==> src/rtl/key_loader.sv <==
// Key loader: assembles a 128/192/256-bit cipher key from 32-bit words and runs a key-generation pass on the AES control unit.
// Optional KEY_LOADER_ZEROIZE_EN clears the key as the wait for the control unit ends.
//
// state  | meaning
// IDLE   | ready for the first key word
// LOAD   | collecting the remaining key words
// LAUNCH | keygen held, waiting for cu_ready to pulse run
// WAIT   | keygen held, waiting for cu_done or timeout
module key_loader #(
    parameter int TIMEOUT = 64
) (
    input  logic         clk,
    input  logic         rst_n,
    input  logic         in_valid,
    input  logic [31:0]  in_data,
    output logic         in_ready,
    input  logic [1:0]   mode_in,
    input  logic         enc_in,
    input  logic         cu_ready,
    input  logic         cu_done,
    output logic         run,
    output logic         keygen,
    output logic [1:0]   mode,
    output logic         enc,
    output logic [255:0] key,
    output logic         key_valid,
    output logic         err
);

    localparam int TW = $clog2(TIMEOUT + 1);
    localparam logic [TW-1:0] TMO_LAST = TW'(TIMEOUT - 1);

    typedef enum logic [3:0] {
        ST_IDLE   = 4'b0001,
        ST_LOAD   = 4'b0010,
        ST_LAUNCH = 4'b0100,
        ST_WAIT   = 4'b1000
    } state_t;

    state_t         state_q, state_d;
    logic [255:0]   key_q, key_d;
    logic [3:0]     cnt_q, cnt_d;
    logic [1:0]     mode_q, mode_d;
    logic           enc_q, enc_d;
    logic           kv_q, kv_d;
    logic [TW-1:0]  tmo_q, tmo_d;

    logic [3:0]     need;
    logic [3:0]     cnt_inc;
    logic           tmo_hit;

    // Modes 0 and 1 both mean AES128.
    always_comb begin
        case (mode_q)
            2'd3:    need = 4'd8;
            2'd2:    need = 4'd6;
            default: need = 4'd4;
        endcase
    end

    assign cnt_inc = cnt_q + 4'd1;
    assign tmo_hit = (tmo_q == TMO_LAST);

    assign in_ready = (state_q == ST_IDLE) || (state_q == ST_LOAD);
    assign keygen   = (state_q == ST_LAUNCH) || (state_q == ST_WAIT);
    assign run      = (state_q == ST_LAUNCH) && cu_ready;
    assign err      = (state_q == ST_WAIT) && !cu_done && tmo_hit;

    assign key       = key_q;
    assign mode      = mode_q;
    assign enc       = enc_q;
    assign key_valid = kv_q;

    always_comb begin
        state_d = state_q;
        key_d   = key_q;
        cnt_d   = cnt_q;
        mode_d  = mode_q;
        enc_d   = enc_q;
        kv_d    = kv_q;
        tmo_d   = tmo_q;
        unique case (state_q)
            ST_IDLE: begin
                if (in_valid) begin
                    mode_d  = mode_in;
                    enc_d   = enc_in;
                    key_d   = {in_data, 224'b0};
                    cnt_d   = 4'd1;
                    kv_d    = 1'b0;
                    state_d = ST_LOAD;
                end
            end
            ST_LOAD: begin
                if (in_valid) begin
                    for (int i = 1; i < 8; i++) begin
                        if (cnt_q == 4'(i)) key_d[255-32*i -: 32] = in_data;
                    end
                    cnt_d = cnt_inc;
                    if (cnt_inc == need) state_d = ST_LAUNCH;
                end
            end
            ST_LAUNCH: begin
                if (cu_ready) begin
                    tmo_d   = '0;
                    state_d = ST_WAIT;
                end
            end
            ST_WAIT: begin
                tmo_d = tmo_q + 1'b1;
                // Done wins over a timeout landing in the same cycle.
                if (cu_done) begin
                    kv_d    = 1'b1;
                    state_d = ST_IDLE;
`ifdef KEY_LOADER_ZEROIZE_EN
                    key_d   = '0;
`endif
                end else if (tmo_hit) begin
                    state_d = ST_IDLE;
`ifdef KEY_LOADER_ZEROIZE_EN
                    key_d   = '0;
`endif
                end
            end
            default: state_d = ST_IDLE;
        endcase
    end

    always_ff @(posedge clk or negedge rst_n) begin
        if (!rst_n) begin
            state_q <= ST_IDLE;
            key_q   <= '0;
            cnt_q   <= '0;
            mode_q  <= '0;
            enc_q   <= 1'b0;
            kv_q    <= 1'b0;
            tmo_q   <= '0;
        end else begin
            state_q <= state_d;
            key_q   <= key_d;
            cnt_q   <= cnt_d;
            mode_q  <= mode_d;
            enc_q   <= enc_d;
            kv_q    <= kv_d;
            tmo_q   <= tmo_d;
        end
    end

endmodule
==> config.mk <==
export PLATFORM = sky130hd
export DESIGN_NAME = key_loader
export DESIGN_NICKNAME = d
export VERILOG_FILES = /design/src/rtl/key_loader.sv
export SDC_FILE = /design/constraint.sdc
export NUM_CORES = 1
export LEC_CHECK = 0
export BUFFER_PORTS_ARGS = -buffer_cell sky130_fd_sc_hd__buf_4
export CAP_MARGIN = 25
export CORE_MARGIN = 3
export CORE_UTILIZATION = 48
export DETAILED_ROUTE_END_ITERATION = 8
export PLACE_DENSITY = 0.84
export SYNTH_ARGS = -nofsm -noshare
export SYNTH_HDL_FRONTEND = slang
export SYNTH_SLANG_ARGS = --single-unit
==> constraint.sdc <==
create_clock -name clk -period 2.3 [get_ports clk]
set_input_delay 0.115 -clock clk [delete_from_list [all_inputs] [get_ports clk]]
set_output_delay 0.115 -clock clk [all_outputs]
set_load 0.05 [all_outputs]
* Word-level counts from Yosys, hierarchy flattened
Index checks and enable logic that the tools add are counted.
** Cells by class
- Add/sub/neg operators :: 2
- Mux-type cells :: 26
- Multiply operators :: 0
- Reduce and logical (&&, ||, !) cells :: 21
- Div/mod/pow operators :: 0
- Bitwise logic cells :: 0
- $lt $le $gt $ge :: 0
- Shifts and indexed selects :: 0
- Eq/ne operators :: 28
** Operators with widths (number)
- $mux 224 :: 2
- $pmux 224 s2 :: 1
- $mux 32 :: 7
- $mux 4 :: 8
- $reduce_and 4->1 :: 7
- $eq 4x3->1 const B :: 5
- $ne 2x1->1 const B :: 8
- $pmux 4 s2 :: 2
- $pmux 4 s4 :: 1
- $pmux 7 s2 :: 1
- $eq 4x2->1 const B :: 3
- $eq 4x1->1 const B :: 2
- $ne 2x2->1 const B :: 4
- $add 7x1->7 const B :: 1
- $eq 7x6->1 const B :: 1
- $mux 7 :: 1
- $reduce_and 3->1 :: 2
- $reduce_bool 2->1 :: 3
- $reduce_and 5->1 :: 1
- $add 4x1->4 const B :: 1
- $eq 2x2->1 const B :: 2
- $eq 4x4->1 :: 1
- $eq 4x4->1 const B :: 1
- $reduce_and 2->1 :: 2
- 6 further kinds :: 10
** Word-level totals
- Logic and storage cells :: 91
- Bits in writable memories :: 0
- Output and inout bits :: 264
- Memory bits (read-only) :: 0
- Register bits :: 275
- Memories :: 0
- Latch bits :: 0
- Input bits :: 40

* Longest topological paths before layout
Gate-level depths: netlist (run 1).
- Depth after elaboration :: 6
- Gate-level depth with buffers :: 8
- Mapped depth without buffers :: 6

* Worst setup path before layout (run 1)
OpenSTA, ideal clock, no wires.
- Path type :: reg-to-output
- Start :: reg state_q[1]
- End :: out err
- Stages on the path, launching flop included :: 5
- Path slack :: -0.329 ns
- Path buffers :: 1
- Arrival time :: 2.514 ns
- Required time :: 2.185 ns
- Path through :: dfrtp_1 -> buf_2 -> nor4b_1 -> nand3_1 -> nor3_1
** On the way
- Cells in the longest elaborated chain, start to end :: 3
** Ends and longest elaborated chain
- from (decl) :: RTL line 40 : state_t state_q, state_d;
- from (signal assigned) :: RTL line 138 : state_q <= state_d;
- $eq 4x4->1 :: RTL line 67 : assign err = (state_q == ST_WAIT) && !cu_done && tmo_hit;
- $logic_and 1x1->1 (2 in series) :: RTL line 67
- to (decl) :: RTL line 27 : output logic err
Every way passes these cells.

* Final worst setup path (run 1)
Ends and elaborated chain as after synthesis.

==> summary.txt, run 1 <==
Outcome
  • Status: finished, final reports clean

STA
  • RSZ-0062 raised after global routing: yes
  • Tmin final: 2.201 ns
  • Fin. max-slew vios: 0
  • Worst slew pin tran: 0.5479 ns
  • Final Hold Viols: 0
  • Slew HR: 63.48%
  • Post-route setup TNS: 0 ns
  • Crit share post-route: 95.71%
  • Clk_skew: 0.01446 ns
  • Highest Clock Rate: 454.3 MHz
  • Setup-failing EPs final: 0

Worst setup path
  • Crit Path Class: register to output pin
  • Reg2reg start: state_q[2]$_DFFE_PN0P_
  • Crit path launch: state_q[1]$_DFFE_PN0P_
  • Worst-case reg-to-reg path depth: 5
  • FF-to-FF End: key[93]$_DFFE_PN0P_
  • Kind of end point of the critical path: output pin
  • CP endpoint: err
  • Crit path depth: 6
  • CP bufs+invs: 3
  • Critical Path, Cell by Cell: buf_4 -> nor4b_2 -> buf_4 -> nand3_1 -> nor3_2 -> buf_6
  • CP Data Arrival Time: 2.09 ns
  • Slowest stage delay, CP: 0.45 ns
  • WP data required: 2.18 ns
  • Slowest CP cell: dfrtp_2
  • Cell family with most CP delay: buffers and inverters
  • Flop2flop setup slack: 0.1 ns
  • Startpoint types: register
  • CP Max Fanout: 10
  • Crit-path most repeated cell: buf_4

Floorplanning
  • Full die area: 0.02403 mm2
  • Die Wd: 155.0 um
  • Core Region: 0.02142 mm2
  • Num rows: 53
  • Top Ports: 304
  • Die Height: 155.0 um
  • Initial core utilization: 49.76%

Cells and area
  • Fin cells: 1593
  • # diodes: 0
  • Most common library cell in the layout ignoring fill and taps: buf_4
  • Commonest cells after routing, fill and taps aside: buf_4, dfrtp_1, nand2_1
  • Share of cells above drive strength 1: 32.55%
  • Final nets: 1341
  • P&R area growth vs syn: 37.06%

Drt
  • Antenna Violating Nets Remaining: 0
  • Vias per cell: 5.317
  • Iter 0 DRT Violations: 560
  • Drt pass-1 iters: 5
  • Vias: 8470
  • Final wirelength: 31140 um
  • # DRC: 0
  • WL/cell: 19.55 um

CTS
  • CTS buffer count: 29
  • Clk buf depth: 3
  • Clock Tree Root: clkbuf_16
  • H-tree lvl count: 1
  • CTS Sinks: 275
  • CTS tree: yes
  • Worst-skew pair later-pin latency: 0.54 ns
  • Reg clk slew, reported paths: 0.07 ns

Logic synthesis
  • Simple-Gate Fraction of Synth Area: 10.86%
  • Unique masters post-synth: 48
  • Sequential area share after synthesis: 64.57%
  • Mux contribution to synthesized area: 6.797%
  • Combinational family with the most area after synthesis: compound AO/OA/AOI/OAI gates
  • Synth Area in Adders: 0.5869%
  • Syn Nets: 995
  • Ys async rst share: 100.0%
  • Post-synth EDFFs: 0
  • Syn Inst Count: 950
  • Synth Area in Compound Gates: 11.93%
  • Xor/xnor share of the synthesized area: 0.6691%
  • FF+latch count, synth: 275
  • Synth warn: 0
  • Top_reg_cell synth: dfrtp_1
  • Syn Area/Cell: 11.22 um2
  • Mapped cell area: 0.01066 mm2

Placement
  • PortBufs: 303
  • Placed Instances: 1500
  • Post-DP HPWL: 21300 um
  • Global placement routability congestion: 0.8723

Global route
  • Number of global-route vias before repair: 8508
  • Total GRT Usage: 25.19%
  • Initial antenna violation count: 0
  • First-pass GRT wire length: 47980 um
  • Largest net degree at the start of global routing: 91
  • Total gr overflow: 0

Min path
  • Worst min path class: primary input to asynchronous set/reset pin

Flow run
  • Max cap viols: 0
[how the worst min path moves through the flow]
| stage | cells after the start | start | end | slack (ns) |
|---|---|---|---|---|
| after global routing | 2 | rst_n | key[233]$_DFFE_PN0P_ | 0.04 |
| final | 2 | rst_n | key[17]$_DFFE_PN0P_ | 0.03 |
| after global placement | 1 | rst_n | key[18]$_DFFE_PN0P_ | -0.002 |
| after floorplan | 0 | rst_n | cnt_q[0]$_DFFE_PN0P_ | -0.18 |
| after CTS | 2 | rst_n | key[17]$_DFFE_PN0P_ | 0.02 |
| after detailed placement | 1 | rst_n | key[206]$_DFFE_PN0P_ | -0.0005 |
[worst reg2reg max path: stages, from the launching register on]
cell      delay, ns
dfrtp_1        0.52
or4b_1         0.58
buf_4          0.22
o211ai_4       0.19
buf_4          0.38
o21ai_0        0.18
[area by class of cell]
| type | count | area, um2 |
|---|---|---|
| clock inverters | 13 | 122.6 |
| clock buffers | 40 | 817.0 |
| inverters | 39 | 146.4 |
| fillers | 1576 | 6810 |
| flip-flops and latches | 275 | 6884 |
| multi-input cells | 582 | 3328 |
| well taps | 275 | 344.1 |
| repair buffers | 369 | 2967 |
[cells by family after synthesis]
| group | after synthesis |
|---|---|
| AOI/OAI and AO/OA | 224 |
| buffers and inverters | 93 |
| and+or+nand+nor | 279 |
| xor gates and xnor gates | 6 |
| muxes | 68 |
| DFF | 275 |
| adders and majority gates | 5 |
[flip-flops by register name, indices dropped and copies added (netlist names)]
| signal | flops |
|---|---|
| mode | 2 |
| tmo_q | 7 |
| key | 256 |
| state_q | 4 |
| key_valid | 1 |
| cnt_q | 4 |
| enc | 1 |
[Yosys cell counts, types with 2 or more instances]
master    number  area share, %
inv_1         39            1.4
clkbuf_1       2          0.070
o21ai_1       13           0.61
mux2i_1       33            3.1
buf_2         13           0.61
mux2_2        35            3.7
and3b_1        5           0.41
nor2b_1        2           0.12
or4b_1         2           0.19
a22o_1         2           0.16
nand3_1        5           0.23
ha_1           5           0.59
buf_4         25            1.8
xor2_1         4           0.33
clkbuf_2      12           0.56
o21ai_0      189            8.9
nor2_1         6           0.21
dfrtp_1      274             64
nand2b_1       3           0.18
nand2_1      240            8.5
nor3_1         5           0.23
o211ai_1       2           0.14
o211ai_4       6            1.2
nor4b_1        2           0.16
nor3b_1        2           0.14
buf_6          2           0.21
[routing by layer]
layer / vias up / track usage, % / part of all wire, %
met5: - / 0 / 0
met4: 0 / 12.32 / 5.7
met3: 95 / 4.172 / 6.7
met2: 381 / 42.95 / 50
met1: 4130 / 31.32 / 38
li1: 3864 / - / -
[stage by stage]
stage | instance area, um2 | hold WS (ns) | util (%) | setup slack (ns)
floorplan | 10660 | -0.1806 | - | 0.07611
global placement | 13250 | -0.001621 | 61.84 | 0.3004
detailed placement | 13250 | -0.0005221 | 61.84 | 0.1660
CTS | 14590 | 0.02090 | 68.13 | 0.01028
global route | 14610 | 0.04302 | 68.20 | -0.03910
finish | 14610 | 0.03448 | 68.20 | 0.09870
[what timing repair did]
action | in CTS | in global routing
endpoints found under the setup margin | 2 | 2
endpoints found under the hold margin | 320 | 0
buffers inserted | 1 | 0
pin swaps | 0 | 0
gates resized for setup | 2 | 3
hold buffers | 39 | 0
Power of run 1 is left out: the tool's default activity adds up to more than one toggle a clock period on the data nets, which glitch-free logic cannot reach.
==> run 2, diff against run 1 <==
--- a/config.mk
+++ b/config.mk
@@ -5,12 +5,13 @@
 export SDC_FILE = /design/constraint.sdc
 export NUM_CORES = 1
 export LEC_CHECK = 0
+export ABC_CLOCK_PERIOD_IN_PS = 2300
 export BUFFER_PORTS_ARGS = -buffer_cell sky130_fd_sc_hd__buf_4
 export CAP_MARGIN = 25
 export CORE_MARGIN = 3
-export CORE_UTILIZATION = 48
+export CORE_UTILIZATION = 52
 export DETAILED_ROUTE_END_ITERATION = 8
-export PLACE_DENSITY = 0.84
+export PLACE_DENSITY = 0.89
 export SYNTH_ARGS = -nofsm -noshare
 export SYNTH_HDL_FRONTEND = slang
 export SYNTH_SLANG_ARGS = --single-unit
==> summary.txt, run 2 (synthesis gave the netlist of run 1 again) <==
STA
  • Crit share post-route: 95.60%
  • Fin. max-slew vios: 0
  • Worst slew pin tran: 0.6871 ns
  • Tmin final: 2.199 ns
  • Slew HR: 54.02%
  • Clk_skew: 0.009253 ns
  • WHS: 0.1697 ns
  • Highest Clock Rate: 454.8 MHz
  • Final Hold Viols: 0
  • Setup-failing EPs final: 0

Global route
  • Largest net degree at the start of global routing: 78
  • First-pass GRT wire length: 48570 um
  • Total GRT Usage: 27.78%
  • Number of global-route vias before repair: 8920
  • Initial antenna violation count: 0
  • Total gr overflow: 0

Min path
  • Worst min path class: primary input to asynchronous set/reset pin

Worst setup path
  • Flop2flop setup slack: 0.13 ns
  • Crit-path most repeated cell: buf_4
  • Kind of end point of the critical path: output pin
  • CP Max Fanout: 7
  • CP Data Arrival Time: 2.08 ns
  • Crit Path Class: register to output pin
  • WP data required: 2.18 ns
  • Startpoint types: register
  • Critical Path, Cell by Cell: buf_4 -> nor4b_4 -> buf_4 -> nand3_1 -> nor3_2 -> buf_6
  • Slowest CP cell: dfrtp_2
  • Slowest stage delay, CP: 0.45 ns

Placement
  • PortBufs: 303
  • Post-DP HPWL: 21350 um
  • Cell area after placement: 0.01328 mm2
  • Global placement routability congestion: 0.8570

Floorplanning
  • Die Height: 149.2 um
  • Top Ports: 304
  • Num rows: 51
  • Die Wd: 149.2 um
  • Initial core utilization: 53.88%
  • Full die area: 0.02225 mm2
  • Core Region: 0.01978 mm2

Drt
  • Drt pass-1 iters: 4
  • Vias per cell: 5.410
  • WL/cell: 20.00 um
  • Iter 0 DRT Violations: 479
  • # DRC: 0
  • Vias: 8570
  • Final wirelength: 31670 um
  • Antenna Violating Nets Remaining: 0

CTS
  • H-tree lvl count: 1
  • CTS Sinks: 275
  • Reg clk slew, reported paths: 0.06 ns
  • Worst-skew pair later-pin latency: 0.53 ns
  • CTS buffer count: 28
  • Clk buf depth: 3
  • CTS tree: yes
  • Clock Tree Root: clkbuf_16

Cells and area
  • # diodes: 0
  • Commonest cells after routing, fill and taps aside: buf_4, dfrtp_1, nand2_1
  • Max reg flops: 256
  • Most common library cell in the layout ignoring fill and taps: buf_4
  • P&R area growth vs syn: 37.54%
  • Post-route design area: 0.01466 mm2
  • Final nets: 1343
  • Share of cells above drive strength 1: 32.90%

Flow run
  • Max cap viols: 0

Outcome
  • Status: finished, final reports clean
==> run 2: final cells by class <==
| class | instances | area, um2 |
|---|---|---|
| fill | 1281 | 5121 |
| clock inverter | 17 | 162.7 |
| multi-input combinational | 582 | 3332 |
| tap | 265 | 331.6 |
| timing repair buffer | 372 | 3039 |
| clock buffer | 34 | 764.5 |
| inverter | 39 | 146.4 |
| sequential | 275 | 6884 |
==> run 2: metal layers <==
metal  vias to the layer above  global-route usage (%)  share of wire (%)
li1                       3874                       -                  -
met1                      4203                   34.16                 37
met2                       387                   46.89                 50
met3                       106                   5.409                7.2
met4                         0                   14.37                5.2
met5                         -                       0                  0
==> run 2: repair_timing <==
| item | in CTS | in global routing |
|---|---|---|
| setup buffers | 0 | 4 |
| hold buffers | 39 | 0 |
| cloned | 0 | 0 |
| pin swaps | 0 | 1 |
| gates resized for setup | 3 | 3 |
| endpoints found under the setup margin | 2 | 53 |
| hold endpoints to repair | 114 | 0 |
==> run 2: final timing paths <==
path	start	end	depth (start not counted)
min in group clk	in_data[3]	key[227]$_DFFE_PN0P_	3
worst max-delay path	state_q[1]$_DFFE_PN0P_	err	6
max in group asynchronous	rst_n	key[39]$_DFFE_PN0P_	3
worst max register to register	state_q[0]$_DFFE_PN1P_	key[208]$_DFFE_PN0P_	5
worst min register to register	key[147]$_DFFE_PN0P_	key[147]$_DFFE_PN0P_	2
worst min-delay path	rst_n	key[21]$_DFFE_PN0P_	2
==> run 2: through the flow <==
stage / util, % / worst slack [ns] / instances / TNS (ns)
floorplan: - / 0.07611 / 950 / 0
global placement: 67.15 / 0.1690 / 1490 / 0
detailed placement: 67.15 / 0.09401 / 1490 / 0
CTS: 73.88 / -0.002908 / 1580 / -0.002908
global route: 74.11 / -0.01742 / 1584 / -0.01742
finish: 74.11 / 0.1012 / 1584 / 0
==> run 2: worst max-delay path: cells and delay by family (launching register included) <==
family        cells  cell delay (ns)
simple gates      3             0.56
buf+inv           3             0.55
flops             1             0.45
Power of run 2 is left out for the same reason.
==> run 3, diff against run 2 <==
--- a/config.mk
+++ b/config.mk
@@ -5,6 +5,7 @@
 export SDC_FILE = /design/constraint.sdc
 export NUM_CORES = 1
 export LEC_CHECK = 0
+export ABC_AREA = 1
 export ABC_CLOCK_PERIOD_IN_PS = 2300
 export BUFFER_PORTS_ARGS = -buffer_cell sky130_fd_sc_hd__buf_4
 export CAP_MARGIN = 25
==> summary.txt, run 3 <==
Floorplanning
  • Num rows: 51
  • Die Height: 147.9 um
  • Core Region: 0.01965 mm2
  • Top Ports: 304
  • Full die area: 0.02189 mm2
  • Die Wd: 147.9 um
  • Initial core utilization: 53.31%

Global route
  • Initial antenna violation count: 0
  • Total GRT Usage: 27.97%
  • Number of global-route vias before repair: 9074
  • First-pass GRT wire length: 48600 um
  • Total gr overflow: 0
  • Largest net degree at the start of global routing: 73

Logic synthesis
  • Commonest cells post-synth: dfrtp_1, nand2_1, o21ai_0
  • Post-synth EDFFs: 0
  • Mux contribution to synthesized area: 0.09553%
  • Synth Area in Compound Gates: 13.30%
  • Most area-consuming cells after synthesis: dfrtp_1, o21ai_0, nand2_1
  • Top-count cell post-synth: dfrtp_1
  • Syn Nets: 1119
  • Sequential area share after synthesis: 65.69%
  • Area leader, netlist: dfrtp_1
  • FF+latch count, synth: 275
  • Yosys top cell area share: 65.44%
  • Combinational family with the most area after synthesis: simple AND/OR/NAND/NOR gates
  • Simple-Gate Fraction of Synth Area: 14.43%
  • Syn Area/Cell: 9.756 um2
  • Synth Area in Adders: 0.5971%
  • Ys async rst share: 100.0%
  • Mapped cell area: 0.01048 mm2
  • Xor/xnor share of the synthesized area: 0.1672%
  • Syn Inst Count: 1074
  • Synth warn: 0
  • Unique masters post-synth: 32
  • Top_reg_cell synth: dfrtp_1

Cells and area
  • Commonest cells after routing, fill and taps aside: buf_4, dfrtp_1, nand2_1
  • Most common library cell in the layout ignoring fill and taps: buf_4
  • Post-route design area: 0.01440 mm2
  • Share of cells above drive strength 1: 26.93%
  • # diodes: 0
  • Final nets: 1451
  • P&R area growth vs syn: 37.43%
  • Max reg flops: 256

Placement
  • Post-Place Setup Slack: 0.1924 ns
  • Cell area after placement: 0.01298 mm2
  • Post-DP HPWL: 20460 um
  • PortBufs: 303
  • Global placement routability congestion: 0.8784

CTS
  • Clock Tree Root: clkbuf_16
  • CTS tree: yes
  • Clk buf depth: 3
  • CTS Sinks: 275
  • H-tree lvl count: 1
  • Reg clk slew, reported paths: 0.06 ns
  • CTS buffer count: 27
  • Worst-skew pair later-pin latency: 0.53 ns

STA
  • Final Hold Viols: 0
  • Setup-failing EPs final: 0
  • Crit share post-route: 94.16%
  • WHS: 0.1488 ns
  • Clk_skew: 0.01839 ns
  • Slew HR: 54.53%
  • Highest Clock Rate: 461.8 MHz
  • Fin. max-slew vios: 0
  • Worst slew pin tran: 0.6821 ns
  • RSZ-0062 raised after global routing: yes
  • Post-route setup TNS: 0 ns
  • Final WS setup: 0.1344 ns
  • Tmin final: 2.166 ns

Min path
  • Worst min path class: primary input to asynchronous set/reset pin

Worst setup path
  • CP Max Fanout: 64
  • Crit Path Class: register to register
  • CP Data Arrival Time: 2.57 ns
  • Slowest CP cell: dfrtp_1
  • Cell family with most CP delay: compound AO/OA/AOI/OAI gates
  • WP data required: 2.70 ns
  • CP bufs+invs: 2
  • Crit path depth: 6
  • Startpoint types: register
  • Slowest stage delay, CP: 0.45 ns
  • Critical Path, Cell by Cell: inv_1 -> nand3_2 -> a21oi_2 -> buf_12 -> nand2_4 -> o21ai_0
  • Worst-case reg-to-reg path depth: 6
  • Kind of end point of the critical path: register

Drt
  • WL/cell: 18.57 um
  • Vias: 9036
  • Vias per cell: 5.344
  • # DRC: 0
  • Drt pass-1 iters: 5
  • Final wirelength: 31410 um
  • Antenna Violating Nets Remaining: 0
  • Iter 0 DRT Violations: 466

Flow run
  • Max cap viols: 0

Outcome
  • Status: finished, final reports clean
[run 3: cell count changes after synthesis, moves of 12 or more]
cell	delta
nor2_1	+69
inv_1	+45
a21oi_1	+32
mux2_2	-35
clkbuf_2	-12
mux2i_1	-32
o21ai_1	+20
nand3_1	+12
buf_4	-22
buf_2	+28
nand2_1	+28
o21ai_0	+13
[run 3: cell families after synthesis]
kind of cell | count (synthesis)
muxes | 1
adders and majority gates | 5
DFF | 275
xor gates and xnor gates | 2
and+or+nand+nor | 375
buffers and inverters | 141
AOI/OAI and AO/OA | 275
[run 3: final timing paths]
path,from,to,slack (ns)
worst max-delay path,state_q[1]$_DFFE_PN0P_,key[107]$_DFFE_PN0P_,0.13
min in group clk,mode_in[0],mode[0]$_DFFE_PN0P_,0.38
worst min register to register,key[115]$_DFFE_PN0P_,key[115]$_DFFE_PN0P_,0.49
max in group asynchronous,rst_n,key[235]$_DFFE_PN0P_,1.31
worst min-delay path,rst_n,tmo_q[0]$_DFFE_PN0P_,0.15
worst max register to register,state_q[1]$_DFFE_PN0P_,key[107]$_DFFE_PN0P_,0.13
[run 3: area by class of cell]
cell class                      instances  area, um2
Timing Repair Buffer                  357       2823
Inverter                               87      326.6
Clock inverter                         10      188.9
Multi-Input combinational cell        658       3025
Sequential cell                       275       6883
Fill cell                            1298       5255
Tap cell                              265      331.6
Clock buffer                           39      820.8
[run 3: metrics by stage]
stage,util (%),instances
after floorplan,-,1074
after global placement,66.02,1603
after detailed placement,66.02,1603
after CTS,73.15,1691
after global routing,73.26,1691
final,73.26,1691
[run 3: per-layer routing]
layer | vias up | global-route usage, % | wire, um
li1 | 4114 | - | -
met1 | 4345 | 34.85 | 11850
met2 | 484 | 48.29 | 15610
met3 | 93 | 5.518 | 2602
met4 | 0 | 11.45 | 1352
met5 | - | 0 | 0
[run 3: repair_timing]
action,in CTS,in global routing
endpoints found under the setup margin,0,3
gates resized for setup,0,4
hold buffers,39,0
hold endpoints to repair,109,0
buffers inserted,0,0
Power of run 3 is left out for the same reason.
